File: config.mk
export PLATFORM = sky130hd
export DESIGN_NAME = mem_port_arbiter_flat
export DESIGN_NICKNAME = d
export VERILOG_FILES = /design/src/rtl/mem_port_arbiter_if.sv /design/src/rtl/mem_port_arbiter.sv /design/src/flat_wrapper.sv
export SDC_FILE = /design/constraint.sdc
export NUM_CORES = 1
export LEC_CHECK = 0
export ABC_AREA = 1
export CELL_PAD_IN_SITES_DETAIL_PLACEMENT = 0
export CELL_PAD_IN_SITES_GLOBAL_PLACEMENT = 1
export CORE_ASPECT_RATIO = 0.7
export CORE_MARGIN = 5
export CORE_UTILIZATION = 25
export CTS_BUF_LIST = sky130_fd_sc_hd__clkbuf_4 sky130_fd_sc_hd__clkbuf_8
export DETAILED_ROUTE_END_ITERATION = 10
export PLACE_DENSITY_LB_ADDON = 0.1
export SLEW_MARGIN = 25
export SYNTH_ARGS = -nofsm -noshare
export SYNTH_HDL_FRONTEND = slang
export SYNTH_SLANG_ARGS = --single-unit
File: constraint.sdc
create_clock -name clk -period 1.6 [get_ports clk]
set_input_delay 0.32 -clock clk [delete_from_list [all_inputs] [get_ports clk]]
set_output_delay 0.32 -clock clk [all_outputs]
set_load 0.05 [all_outputs]
File: src/rtl/mem_port_arbiter_if.sv
// Signal bundle between the memory port arbiter, its two requesters
// (fetch and MEM stage), the unified memory and pipeline control.
interface mem_port_arbiter_if #(
    parameter int AW = 32,
    parameter int DW = 32
);
    logic            if_req;
    logic [AW-1:0]   if_addr;
    logic [DW-1:0]   if_rdata;
    logic            if_ready;
    logic            d_re;
    logic            d_we;
    logic [AW-1:0]   d_addr;
    logic [DW-1:0]   d_wdata;
    logic [DW/8-1:0] d_be;
    logic [DW-1:0]   d_rdata;
    logic            d_ready;
    logic            mem_en;
    logic            mem_we;
    logic [AW-1:0]   mem_addr;
    logic [DW-1:0]   mem_wdata;
    logic [DW/8-1:0] mem_be;
    logic [DW-1:0]   mem_rdata;
    logic            mem_valid;
    logic            stall_fetch;
    logic            stall_mem;
    logic            access_err;

    modport master (
        input  if_req, if_addr, d_re, d_we, d_addr, d_wdata, d_be,
        input  mem_rdata, mem_valid,
        output if_rdata, if_ready, d_rdata, d_ready,
        output mem_en, mem_we, mem_addr, mem_wdata, mem_be,
        output stall_fetch, stall_mem, access_err
    );

    modport slave (
        output if_req, if_addr, d_re, d_we, d_addr, d_wdata, d_be,
        output mem_rdata, mem_valid,
        input  if_rdata, if_ready, d_rdata, d_ready,
        input  mem_en, mem_we, mem_addr, mem_wdata, mem_be,
        input  stall_fetch, stall_mem, access_err
    );
endinterface

File: src/rtl/mem_port_arbiter.sv
// Round-robin arbiter sharing one memory port between instruction fetch
// and the MEM stage, with a per-access watchdog and pipeline stall outputs.
module mem_port_arbiter #(
    parameter int AW      = 32,
    parameter int DW      = 32,
    parameter int TIMEOUT = 16
) (
    input logic                clk,
    input logic                reset_n,
    mem_port_arbiter_if.master bus
);
    localparam int BW = DW / 8;
    localparam int CW = $clog2(TIMEOUT);

    typedef enum logic [1:0] {IDLE, DATA, INSTR, RESP} state_e;

    state_e          state_q, state_d;
    logic            last_data_q, last_data_d;
    logic            mem_en_q, mem_en_d;
    logic            mem_we_q, mem_we_d;
    logic [AW-1:0]   mem_addr_q, mem_addr_d;
    logic [DW-1:0]   mem_wdata_q, mem_wdata_d;
    logic [BW-1:0]   mem_be_q, mem_be_d;
    logic [DW-1:0]   if_rdata_q, if_rdata_d;
    logic [DW-1:0]   d_rdata_q, d_rdata_d;
    logic            if_ready_q, if_ready_d;
    logic            d_ready_q, d_ready_d;
    logic            err_q, err_d;
    logic [CW-1:0]   cnt_q, cnt_d;

    logic            d_pend;
    logic            f_pend;
    logic            pick_data;
    logic            done;
    logic [DW-1:0]   rdata;

    assign d_pend    = bus.d_re | bus.d_we;
    assign f_pend    = bus.if_req;
    // Data wins unless fetch is also waiting and data was served last.
    assign pick_data = d_pend & (~f_pend | ~last_data_q);
    assign done      = bus.mem_valid | (cnt_q == CW'(TIMEOUT - 1));
    assign rdata     = bus.mem_valid ? bus.mem_rdata : '0;

    always_ff @(posedge clk or negedge reset_n) begin
        if (!reset_n) begin
            state_q     <= IDLE;
            last_data_q <= 1'b0;
            mem_en_q    <= 1'b0;
            mem_we_q    <= 1'b0;
            mem_addr_q  <= '0;
            mem_wdata_q <= '0;
            mem_be_q    <= '0;
            if_rdata_q  <= '0;
            d_rdata_q   <= '0;
            if_ready_q  <= 1'b0;
            d_ready_q   <= 1'b0;
            err_q       <= 1'b0;
            cnt_q       <= '0;
        end else begin
            state_q     <= state_d;
            last_data_q <= last_data_d;
            mem_en_q    <= mem_en_d;
            mem_we_q    <= mem_we_d;
            mem_addr_q  <= mem_addr_d;
            mem_wdata_q <= mem_wdata_d;
            mem_be_q    <= mem_be_d;
            if_rdata_q  <= if_rdata_d;
            d_rdata_q   <= d_rdata_d;
            if_ready_q  <= if_ready_d;
            d_ready_q   <= d_ready_d;
            err_q       <= err_d;
            cnt_q       <= cnt_d;
        end
    end

    always_comb begin
        state_d     = state_q;
        last_data_d = last_data_q;
        mem_en_d    = mem_en_q;
        mem_we_d    = mem_we_q;
        mem_addr_d  = mem_addr_q;
        mem_wdata_d = mem_wdata_q;
        mem_be_d    = mem_be_q;
        if_rdata_d  = if_rdata_q;
        d_rdata_d   = d_rdata_q;
        if_ready_d  = 1'b0;
        d_ready_d   = 1'b0;
        err_d       = err_q;
        cnt_d       = cnt_q;
        unique case (state_q)
            IDLE: begin
                if (pick_data) begin
                    state_d     = DATA;
                    last_data_d = 1'b1;
                    mem_en_d    = 1'b1;
                    mem_we_d    = bus.d_we;
                    mem_addr_d  = bus.d_addr;
                    mem_wdata_d = bus.d_wdata;
                    mem_be_d    = bus.d_be;
                    cnt_d       = '0;
                    if (bus.d_re && bus.d_we) err_d = 1'b1;
                end else if (f_pend) begin
                    state_d     = INSTR;
                    last_data_d = 1'b0;
                    mem_en_d    = 1'b1;
                    mem_we_d    = 1'b0;
                    mem_addr_d  = bus.if_addr;
                    mem_wdata_d = '0;
                    mem_be_d    = '1;
                    cnt_d       = '0;
                end
            end
            DATA, INSTR: begin
                cnt_d = cnt_q + CW'(1);
                if (done) begin
                    state_d  = RESP;
                    mem_en_d = 1'b0;
                    mem_we_d = 1'b0;
                    if (!bus.mem_valid) err_d = 1'b1;
                    if (state_q == INSTR) begin
                        if_ready_d = 1'b1;
                        if_rdata_d = rdata;
                    end else begin
                        d_ready_d = 1'b1;
                        if (!mem_we_q) d_rdata_d = rdata;
                    end
                end
            end
            RESP:    state_d = IDLE;
            default: state_d = IDLE;
        endcase
    end

    assign bus.mem_en      = mem_en_q;
    assign bus.mem_we      = mem_we_q;
    assign bus.mem_addr    = mem_addr_q;
    assign bus.mem_wdata   = mem_wdata_q;
    assign bus.mem_be      = mem_be_q;
    assign bus.if_rdata    = if_rdata_q;
    assign bus.if_ready    = if_ready_q;
    assign bus.d_rdata     = d_rdata_q;
    assign bus.d_ready     = d_ready_q;
    assign bus.access_err  = err_q;
    assign bus.stall_fetch = reset_n & bus.if_req & ~if_ready_q;
    assign bus.stall_mem   = reset_n & d_pend & ~d_ready_q;
endmodule

File: src/flat_wrapper.sv
// flat-port wrapper written by rule: the top's interface ports become plain ports
module mem_port_arbiter_flat 
#(
    parameter int AW      = 32,
    parameter int DW      = 32,
    parameter int TIMEOUT = 16
)
  (clk, reset_n, bus_if_req, bus_if_addr, bus_d_re, bus_d_we, bus_d_addr, bus_d_wdata, bus_d_be, bus_mem_rdata, bus_mem_valid, bus_if_rdata, bus_if_ready, bus_d_rdata, bus_d_ready, bus_mem_en, bus_mem_we, bus_mem_addr, bus_mem_wdata, bus_mem_be, bus_stall_fetch, bus_stall_mem, bus_access_err);
  mem_port_arbiter_if #(.AW(AW), .DW(DW)) bus_i ();
  input logic clk;
  input logic reset_n;
  input wire logic [$bits(bus_i.if_req)-1:0] bus_if_req;
  input wire logic [$bits(bus_i.if_addr)-1:0] bus_if_addr;
  input wire logic [$bits(bus_i.d_re)-1:0] bus_d_re;
  input wire logic [$bits(bus_i.d_we)-1:0] bus_d_we;
  input wire logic [$bits(bus_i.d_addr)-1:0] bus_d_addr;
  input wire logic [$bits(bus_i.d_wdata)-1:0] bus_d_wdata;
  input wire logic [$bits(bus_i.d_be)-1:0] bus_d_be;
  input wire logic [$bits(bus_i.mem_rdata)-1:0] bus_mem_rdata;
  input wire logic [$bits(bus_i.mem_valid)-1:0] bus_mem_valid;
  output wire logic [$bits(bus_i.if_rdata)-1:0] bus_if_rdata;
  output wire logic [$bits(bus_i.if_ready)-1:0] bus_if_ready;
  output wire logic [$bits(bus_i.d_rdata)-1:0] bus_d_rdata;
  output wire logic [$bits(bus_i.d_ready)-1:0] bus_d_ready;
  output wire logic [$bits(bus_i.mem_en)-1:0] bus_mem_en;
  output wire logic [$bits(bus_i.mem_we)-1:0] bus_mem_we;
  output wire logic [$bits(bus_i.mem_addr)-1:0] bus_mem_addr;
  output wire logic [$bits(bus_i.mem_wdata)-1:0] bus_mem_wdata;
  output wire logic [$bits(bus_i.mem_be)-1:0] bus_mem_be;
  output wire logic [$bits(bus_i.stall_fetch)-1:0] bus_stall_fetch;
  output wire logic [$bits(bus_i.stall_mem)-1:0] bus_stall_mem;
  output wire logic [$bits(bus_i.access_err)-1:0] bus_access_err;
  assign bus_i.if_req = bus_if_req;
  assign bus_i.if_addr = bus_if_addr;
  assign bus_i.d_re = bus_d_re;
  assign bus_i.d_we = bus_d_we;
  assign bus_i.d_addr = bus_d_addr;
  assign bus_i.d_wdata = bus_d_wdata;
  assign bus_i.d_be = bus_d_be;
  assign bus_i.mem_rdata = bus_mem_rdata;
  assign bus_i.mem_valid = bus_mem_valid;
  assign bus_if_rdata = bus_i.if_rdata;
  assign bus_if_ready = bus_i.if_ready;
  assign bus_d_rdata = bus_i.d_rdata;
  assign bus_d_ready = bus_i.d_ready;
  assign bus_mem_en = bus_i.mem_en;
  assign bus_mem_we = bus_i.mem_we;
  assign bus_mem_addr = bus_i.mem_addr;
  assign bus_mem_wdata = bus_i.mem_wdata;
  assign bus_mem_be = bus_i.mem_be;
  assign bus_stall_fetch = bus_i.stall_fetch;
  assign bus_stall_mem = bus_i.stall_mem;
  assign bus_access_err = bus_i.access_err;
  mem_port_arbiter #(.AW(AW), .DW(DW), .TIMEOUT(TIMEOUT)) u_core (.clk(clk), .reset_n(reset_n), .bus(bus_i));
endmodule
==> results.sh <==
export IMPL_cts_made_buffers=17
export IMPL_grt_setup_unrepaired="true"
export IMPL_final_max_slew_viol_count=0
export IMPL_grt_util_all_layers_pct=15.0
export IMPL_main_synth_ff_type="sky130_fd_sc_hd__dfrtp_1"
export IMPL_timing_hold_worst_class="input port to asynchronous set/reset pin"
export IMPL_final_setup_viol_count=0
export IMPL_finalHoldViolCount=2
export IMPL_antenna_found_initial=0
export IMPL_synthMostInstantiatedCell="sky130_fd_sc_hd__nand2_1"
export IMPL_netlist_area_pre_place_mm2=0.00641
export IMPL_global_route_wire_length_before_repair_um=34300
export IMPL_drive_above_1_share_pct=22.2
export IMPL_number_of_fill_cells=2667
export IMPL_yosys_area_top_type_share_pct=56.2
export IMPL_chipHeight_um=144
export IMPL_grt_use_met3_pct=5.31
export IMPL_yosys_register_bits=144
export IMPL_synth_warning_count=0
export IMPL_starting_density_pct=25.1
export IMPL_number_of_global_route_vias_before_repair=5905
export IMPL_grt_start_max_net_pins=145
export IMPL_post_synth_inst_count=764
export IMPL_sum_of_routed_wire_length_over_all_layers_um=21700
export IMPL_clk_pin_slew_worst_paths_ps=80
export IMPL_setup_worst_path_start_class="flip-flop"
export IMPL_finalNetCount=1190
export IMPL_clkLatencyLatePin_ps=450
export IMPL_hpwlAfterDp_um=15400
export IMPL_floorplan_io_pins=277
export IMPL_drt_first_iter_violations=210
export IMPL_async_reset_ff_share_pct=100
export IMPL_clk_path_buf_depth=2
export IMPL_ys_top_cells_by_area="sky130_fd_sc_hd__dfrtp_1 (56%), sky130_fd_sc_hd__nand2_1 (19%), sky130_fd_sc_hd__nand3_1 (5.7%), sky130_fd_sc_hd__inv_1 (4.6%), sky130_fd_sc_hd__o21ai_0 (2.8%)"
export IMPL_cell_chain_critical_path="nor3_4 -> buf_12"
export IMPL_gp_congestion=0.760
export IMPL_cpPeakStageDelay_ps=450
export IMPL_fin_skew_ps=10.7
export IMPL_gr_usage_met1_pct=20.7
export IMPL_timing_critical_path_required_ps=1280
export IMPL_stdcell_count=1390
export IMPL_power_per_cell_area_mw_per_mm2=2400
export IMPL_clock_sink_count=144
export IMPL_clock_tree_htree_level_count=4
export IMPL_max_freq_mhz=655
export IMPL_cts_tree="built"
export IMPL_tightest_slew_margin_relative_to_the_limit_pct=43.8
export IMPL_status="complete, but fails checks"
export IMPL_firstDrtPassIters=4
export IMPL_endpoint_kind="output port"
export IMPL_root_cell_of_the_clock_tree="sky130_fd_sc_hd__clkbuf_8"
export IMPL_drt_drc_violations_left=0
export IMPL_worst_path_max_delay_cell="sky130_fd_sc_hd__dfrtp_2"
export IMPL_groute_layer_met2_usage_pct=22.8
export IMPL_overflow=0
export IMPL_area_growth_syn_to_layout_pct=55.3
export IMPL_final_core_utilization_pct=39.0
export IMPL_synthDominantAreaCellType="sky130_fd_sc_hd__dfrtp_1"
export IMPL_synth_common_cells="sky130_fd_sc_hd__nand2_1 (324), sky130_fd_sc_hd__dfrtp_1 (144), sky130_fd_sc_hd__inv_1 (78)"
export IMPL_leakagePower_nw=5.13
export IMPL_yosysSeqAreaShare_pct=56.2
export IMPL_synth_net_count=908
export IMPL_cp_arrival_ps=1210
export IMPL_die_w_um=201
export IMPL_number_of_cell_rows=49
export IMPL_drt_vias_per_instance=4.11
export IMPL_ir_drop_uv=930
export IMPL_yosysUniqueCellTypes=25
export IMPL_post_place_cells=1353
export IMPL_number_of_enable_flip_flop_cells_after_synthesis=0
export IMPL_fin_setup_tns_ps=0
export IMPL_portBuffers=276
export IMPL_max_cap_viol_count=0
export IMPL_cp_max_fo=2
export IMPL_failing_checks="negative hold slack"
export IMPL_period_minus_slack_ps=1530
export IMPL_top_usage_layer="met2"
export IMPL_avgSynthCellArea_um2=8.39
export IMPL_fin_crit_sh_pct=95.4
export IMPL_post_drt_wl_per_cell_um=15.6
export IMPL_die_area_mm2=0.0290
export IMPL_ant_nets=0
export IMPL_vias=5716
export IMPL_worst_hold_slack_ps=-13.5
export IMPL_placeableCoreArea_mm2=0.0255
export IMPL_criticalPathCategory="flip-flop to output port"
export IMPL_worst_slew_pin_transition_ps=843
==> worst max-delay path, delay by kind of cell, from the launching register on <==
| family | cells | cell delay [ps] |
|---|---|---|
| flip-flops | 1 | 450 |
| AND/OR/NAND/NOR | 1 | 160 |
| buffers and inverters | 1 | 160 |
==> metal layers <==
metal  vias up  wire length (um)
met5         -                 0
met4         0               154
met3         8              1460
met2       145              9710
met1      2641             10400
li1       2922                 -
==> final cells by class <==
type / instances / area [um^2] / share of cell area, %
multi-input cells: 498 / 2260 / 22.7
flip-flops and latches: 144 / 3610 / 36.2
well taps: 331 / 414 / 4.16
repair buffers: 305 / 2970 / 29.8
clock inverters: 9 / 108 / 1.08
diodes: 1 / 2.50 / 0.0251
inverters: 80 / 300 / 3.02
clock buffers: 22 / 297 / 2.98
==> timing repair <==
action | in CTS | in global routing
buffers inserted | 2 | 3
cloned | 0 | 0
resized for setup | 8 | 4
endpoints found under the setup margin | 2 | 63
hold buffers | 0 | 0
pin swaps | 2 | 0
==> stage by stage <==
step / hold slack [ps] / instance area, um^2 / setup slack (ps) / total power [mW]
5_1_grt: 34.9 / 9960 / -3.68 / 25.5
6_report: -13.5 / 9960 / 73.1 / 23.9
2_1_floorplan: 24.4 / 6420 / -17.0 / 15.7
3_3_place_gp: 458 / 9490 / -145 / 21.0
4_1_cts: 8.90 / 9920 / 6.23 / 24.2
3_5_place_dp: 460 / 9490 / -154 / 21.0
==> cells by family (layout without fill, tap and decap cells) <==
family	after synthesis	in the layout	synth area share [%]
AND/OR/NAND/NOR	423	423	26.9
flip-flops	144	144	56.2
buffers and inverters	122	416	9.17
AO/OA/AOI/OAI	69	69	6.56
adder cells (fa/ha/maj)	6	6	1.17
other	0	1	0
==> where the power goes <==
part | leakage, nW | switching [mW] | total [mW] | internal (mW)
clock | 0.192 | 1.45 | 3.00 | 1.56
combinational | 3.13 | 9.79 | 14.5 | 4.70
sequential | 1.81 | 1.06 | 6.41 | 5.34
==> flip-flops by register name, summed over array words and instances (netlist names) <==
register / cells
u_core.bus.access_err: 1
u_core.bus.d_rdata: 32
u_core.bus.d_ready: 1
u_core.bus.if_rdata: 32
u_core.bus.if_ready: 1
u_core.bus.mem_addr: 32
u_core.bus.mem_be: 4
u_core.bus.mem_en: 1
u_core.bus.mem_wdata: 32
u_core.bus.mem_we: 1
u_core.cnt_q: 4
u_core.last_data_q: 1
u_core.state_q: 2
==> worst paths after layout <==
| path | endpoint | start | cells past startpoint | slack [ps] |
|---|---|---|---|---|
| worst max register to register | u_core.bus.d_rdata[19] | u_core.state_q[1] | 7 | 100 |
| max in group asynchronous | u_core.bus.d_rdata[7] | reset_n | 2 | 970 |
| worst min register to register | u_core.bus.mem_wdata[28] | u_core.bus.mem_wdata[28] | 2 | 470 |
| worst min-delay path | u_core.bus.mem_addr[10] | reset_n | 2 | -10 |
| min in group clk | u_core.bus.mem_wdata[24] | bus_d_wdata[24] | 3 | 420 |
| worst max-delay path | bus_stall_fetch | u_core.bus.if_ready | 2 | 70 |
==> cell usage in the layout, fill, tap and decap left out <==
cell type / count
sky130_fd_sc_hd__or2_2: 2
sky130_fd_sc_hd__nor2_4: 2
sky130_fd_sc_hd__dfrtp_2: 2
sky130_fd_sc_hd__o21ai_1: 15
sky130_fd_sc_hd__buf_12: 27
sky130_fd_sc_hd__clkdlybuf4s50_1: 133
sky130_fd_sc_hd__bufinv_16: 2
sky130_fd_sc_hd__dfrtp_1: 142
sky130_fd_sc_hd__buf_4: 141
sky130_fd_sc_hd__nor3_4: 2
sky130_fd_sc_hd__nand3_4: 1
sky130_fd_sc_hd__nor2_2: 1
sky130_fd_sc_hd__inv_2: 4
sky130_fd_sc_hd__nand2_1: 324
sky130_fd_sc_hd__ha_1: 5
sky130_fd_sc_hd__ha_4: 1
sky130_fd_sc_hd__nand3_1: 73
sky130_fd_sc_hd__diode_2: 1
sky130_fd_sc_hd__a21oi_4: 1
sky130_fd_sc_hd__nand3b_1: 1
sky130_fd_sc_hd__buf_6: 1
sky130_fd_sc_hd__inv_1: 76
sky130_fd_sc_hd__clkbuf_4: 1
sky130_fd_sc_hd__o21ai_2: 17
sky130_fd_sc_hd__clkbuf_8: 21
sky130_fd_sc_hd__nor2_1: 14
sky130_fd_sc_hd__clkinv_2: 2
sky130_fd_sc_hd__nand3_2: 1
sky130_fd_sc_hd__nand2_2: 1
sky130_fd_sc_hd__nand4_1: 1
sky130_fd_sc_hd__clkinvlp_4: 5
sky130_fd_sc_hd__o21ai_0: 36
sky130_fd_sc_hd__dlygate4sd2_1: 3
Power figures use the tool's default switching activity.
